`config.mk`:
```
export PLATFORM = sky130hd
export DESIGN_NAME = alu_sequencer
export DESIGN_NICKNAME = d
export VERILOG_FILES = /design/src/rtl/alu_sequencer.sv
export SDC_FILE = /design/constraint.sdc
export NUM_CORES = 1
export LEC_CHECK = 0
export ABC_AREA = 1
export CAP_MARGIN = 5
export CORE_UTILIZATION = 30
export DETAILED_ROUTE_END_ITERATION = 16
export SKIP_CTS_REPAIR_TIMING = 1
export SYNTH_ARGS = -nofsm -noshare
export SYNTH_HDL_FRONTEND = slang
export SYNTH_SLANG_ARGS = --single-unit
```
`constraint.sdc`:
```
create_clock -name Clk -period 1.5 [get_ports Clk]
set_clock_uncertainty 0.2 [all_clocks]
set_input_delay 0.15 -clock Clk [delete_from_list [all_inputs] [get_ports Clk]]
set_output_delay 0.15 -clock Clk [all_outputs]
set_load 0.02 [all_outputs]
```
`src/rtl/alu_sequencer.sv`:
```
// alu_sequencer: issue side of the ALU interface.
// Accepts one instruction word ({opcode, Rd, Ra, Rb}) over a valid/ready
// handshake. It reads Ra/Rb from the register file, drives A/B/Sel into the
// combinational ALU for one cycle, captures Q and writes it back to Rd.
// One instruction takes four cycles: IDLE, DECODE, EXECUTE, WRITEBACK.
// Optional build macro: ALU_SEQ_FLAGS_EN adds ZeroFlag/NegFlag outputs that
// are captured from Q at write-back.
//
// Handshake: an instruction transfers on a rising edge where both InstrValid
// and InstrReady are high. InstrReady is high only in IDLE and does not
// depend on InstrValid. While InstrReady is low, InstrValid is ignored.
module alu_sequencer #(
  parameter int DATA_W  = 16,
  parameter int OPC_MAX = 7
) (
  input  logic              Clk,
  input  logic              Reset_n,
  input  logic              InstrValid,
  output logic              InstrReady,
  input  logic [15:0]       Instr,
  output logic [3:0]        RdAddrA,
  output logic [3:0]        RdAddrB,
  input  logic [DATA_W-1:0] RdDataA,
  input  logic [DATA_W-1:0] RdDataB,
  output logic [DATA_W-1:0] A,
  output logic [DATA_W-1:0] B,
  output logic [2:0]        Sel,
  input  logic [DATA_W-1:0] Q,
  output logic              WrEn,
  output logic [3:0]        WrAddr,
  output logic [DATA_W-1:0] WrData,
  output logic              Done,
  output logic              IllegalOp,
  output logic [1:0]        StateDbg
`ifdef ALU_SEQ_FLAGS_EN
  ,
  output logic              ZeroFlag,
  output logic              NegFlag
`endif
);

  typedef enum logic [1:0] {
    IDLE      = 2'd0,
    DECODE    = 2'd1,
    EXECUTE   = 2'd2,
    WRITEBACK = 2'd3
  } state_t;

  localparam logic [3:0] OPC_MAX_L = 4'(OPC_MAX);

  state_t              state_q, state_d;
  logic [15:0]         instr_q, instr_d;
  logic [DATA_W-1:0]   a_q, a_d;
  logic [DATA_W-1:0]   b_q, b_d;
  logic [2:0]          sel_q, sel_d;
  logic [3:0]          wr_addr_q, wr_addr_d;
  logic [DATA_W-1:0]   wr_data_q, wr_data_d;
  logic                illegal_q, illegal_d;
  logic                opc_illegal;

  // The latched opcode is illegal when it exceeds the highest legal opcode.
  assign opc_illegal = (instr_q[15:12] > OPC_MAX_L);

  // Next-state and datapath-capture decisions for each FSM state.
  always_comb begin
    state_d   = state_q;
    instr_d   = instr_q;
    a_d       = a_q;
    b_d       = b_q;
    sel_d     = sel_q;
    wr_addr_d = wr_addr_q;
    wr_data_d = wr_data_q;
    illegal_d = illegal_q;
    case (state_q)
      IDLE: begin
        if (InstrValid) begin
          instr_d = Instr;
          state_d = DECODE;
        end
      end
      DECODE: begin
        if (opc_illegal) begin
          illegal_d = 1'b1;
          state_d   = IDLE;
        end else begin
          a_d     = RdDataA;
          b_d     = RdDataB;
          sel_d   = instr_q[14:12];
          state_d = EXECUTE;
        end
      end
      EXECUTE: begin
        wr_data_d = Q;
        wr_addr_d = instr_q[11:8];
        state_d   = WRITEBACK;
      end
      WRITEBACK: begin
        state_d = IDLE;
      end
      default: begin
        state_d = IDLE;
      end
    endcase
  end

  // State and datapath registers; reset abandons any instruction in flight.
  always_ff @(posedge Clk or negedge Reset_n) begin
    if (!Reset_n) begin
      state_q   <= IDLE;
      instr_q   <= '0;
      a_q       <= '0;
      b_q       <= '0;
      sel_q     <= '0;
      wr_addr_q <= '0;
      wr_data_q <= '0;
      illegal_q <= 1'b0;
    end else begin
      state_q   <= state_d;
      instr_q   <= instr_d;
      a_q       <= a_d;
      b_q       <= b_d;
      sel_q     <= sel_d;
      wr_addr_q <= wr_addr_d;
      wr_data_q <= wr_data_d;
      illegal_q <= illegal_d;
    end
  end

`ifdef ALU_SEQ_FLAGS_EN
  logic zero_q;
  logic neg_q;

  // Flags sample Q on the same edge that captures the write-back data.
  always_ff @(posedge Clk or negedge Reset_n) begin
    if (!Reset_n) begin
      zero_q <= 1'b0;
      neg_q  <= 1'b0;
    end else if (state_q == EXECUTE) begin
      zero_q <= (Q == '0);
      neg_q  <= Q[DATA_W-1];
    end
  end

  assign ZeroFlag = zero_q;
  assign NegFlag  = neg_q;
`endif

  // Read addresses come straight from the instruction latched at accept.
  assign RdAddrA    = instr_q[7:4];
  assign RdAddrB    = instr_q[3:0];
  assign A          = a_q;
  assign B          = b_q;
  assign Sel        = sel_q;
  assign WrAddr     = wr_addr_q;
  assign WrData     = wr_data_q;
  assign IllegalOp  = illegal_q;
  assign InstrReady = (state_q == IDLE);
  assign WrEn       = (state_q == WRITEBACK);
  assign Done       = (state_q == WRITEBACK);
  assign StateDbg   = state_q;

endmodule

```
==> run summary <==
HP Class -> in -> async
total CTS buffers -> 9
Synth Warn # -> 0
I/O Buffers -> 135
CP Max Fanout -> 3
CP required -> 1.15 ns
post-synthesis mux area share -> 0
Worst-Margin Slew -> 0.330 ns
setup violators final -> 2
vias in the first global route -> 2696
Worst Setup End Kind -> output pin
Post-synth EDFFs -> 0
final hold violations -> 0
IO Count -> 136
first-pass GRT wire length -> 13600 um
Final #Nets -> 544
Top FF cell, synth -> dfrtp_1
critical path type -> reg -> out
P_leak -> 3.17 nW
failing checks -> negative setup slack
Arrival @ worst endpoint -> 1.18 ns
total core area -> 9910 um^2
gr usage total -> 0.157
Clock Tree Root -> clkbuf_8
DRC -> 0
Mapped Area -> 3100 um^2
fmax -> 653 MHz
Rows -> 36
Setup WS pre-CTS -> -0.0664 ns
Synth Instances -> 334
clk slew on worst S/H paths -> 0.07 ns
register bit count reported by yosys -> 74
Synth Area in Simple Gates -> 0.322
DRT iter0 DRCs -> 113
largest family of logic cells by synthesized area -> simple AND/OR/NAND/NOR gates
share of post-route cells with drive strength above 1 -> 0.139
post-DR wirelength/cell -> 14.5 um
Slew Viols, Final -> 0
total clock sinks -> 74
syn avg cell area -> 9.28 um^2
Synth Area in Compound Gates -> 0.00242
Final WS setup -> -0.0305 ns
die span in y -> 104 um
ANT nets after route -> 0
Max clock buf depth -> 2
global route total overflow -> 0
area share of the largest cell type after synthesis -> 0.597
Synth area leaders -> dfrtp_1 (60%), nand2_1 (18%), nand4_1 (7.1%)
Filler cells -> 954
H-tree depth -> 3
Rel. slew slack -> 0.780
asr flop ratio synth -> 1.00
status -> complete, but fails checks
sequential-to-total area share from yosys stat -> 0.597
DPL Wire Length -> 5670 um
adder-cell share of the synthesized area -> 0
fin area -> 5130 um^2
Area after DPL -> 4570 um^2
antenna violations before repair -> 0
Post-synth top cells -> nand2_1 (147), dfrtp_1 (74), nand3_1 (36)
DRT Wirelength -> 8900 um
via count -> 2832
WHS -> 0.0579 ns
post-synthesis cell type count -> 16
DRT Pass-1 Iters -> 4
CTS tree -> yes
Vias/cell -> 4.61
gpl congestion -> 0.774
Initial Util -> 0.313
Layout area overhead -> 65.6%
RSZ-0062 raised after global routing -> true
Die Wd -> 104 um
count leader, synth -> nand2_1
worst skew pair latency -> 0.34 ns
minimum clock period -> 1.53 ns
Max Cap Viol -> 0
crit share post-route -> 1.02
total power -> 11.1 mW
Mapped Nets -> 401
Setup crit start kind -> register
Layout Utilization -> 0.518
largest net degree at the start of global routing -> 38
flop2flop setup slack -> 0.04 ns
die area -> 10700 um^2
Peak supply drop -> 0.924 mV
area leader, netlist -> dfrtp_1
pwr dens -> 2160 nW/um^2
Synth Area in XOR/XNOR -> 0
Ant. Diodes -> 0
logic make-up after synthesis:
group,count (synthesis)
simple gates,222
compound gates,1
flops,74
buf+inv,37
worst max-delay path, stage by stage, from the launching register on:
cell	delay, ns
dfrtp_2	0.44
buf_4	0.15
nand2_1	0.06
inv_2	0.04
buf_2	0.15
routing by layer:
| layer | global-route usage | wire, um |
|---|---|---|
| met1 | 0.200 | 3870 |
| met2 | 0.250 | 4290 |
| met3 | 0.0510 | 622 |
| met4 | 0.0561 | 125 |
| met5 | 0 | 0 |
final timing paths:
check,end,cells past startpoint
hold reg to reg,WrData[13],2
hold / removal,B[5],2
min in group Clk,instr_q[10],3
setup / recovery,Done,4
setup reg to reg,B[15],6
max in group asynchronous,WrData[1],3
cell usage in the layout (no fill, tap or decap), types with 2 or more instances in the layout:
cell type,netlist,final
buf_12,0,5
clkbuf_1,2,2
inv_2,3,3
clkbuf_16,0,4
buf_6,6,4
clkdlybuf4s50_1,0,65
nand2_2,1,12
clkinv_2,0,2
buf_4,12,17
nand4_1,35,35
nand2_1,147,136
dfrtp_2,0,2
clkbuf_2,0,2
dfrtp_1,74,72
nand3_1,36,36
clkbuf_8,0,10
dlymetal6s2s_1,0,66
through the flow:
stage               setup TNS (ns)  cells
floorplan                        0    334
global placement            -0.495    586
global route                -0.445    614
detailed placement           -1.92    586
CTS                         -15.21    601
finish                     -0.0587    614
report_power, final:
part           leakage [nW]  total, mW  internal (mW)  switching, mW
Sequential            0.912       3.51           2.96          0.551
Combinational          2.16       6.11           2.75           3.36
Clock                0.0962       1.49          0.801          0.686
sequential cells by signal, indices dropped and copies added (netlist names), named ones only:
| signal | flops |
|---|---|
| IllegalOp | 1 |
| WrData | 16 |
| A | 16 |
| WrAddr | 4 |
| Sel | 3 |
| B | 16 |
| StateDbg | 1 |
| instr_q | 16 |
final cells by class:
cell class                      instances  area (um^2)  share of cell area
Clock buffer                           12          145              0.0283
Clock inverter                          3         40.0             0.00780
Inverter                                4         22.5             0.00439
Multi-Input combinational cell        223         1030               0.201
Sequential cell                        74         1850               0.361
Tap cell                              133          166              0.0324
Timing Repair Buffer                  165         1870               0.365
Power figures use the tool's default switching activity.
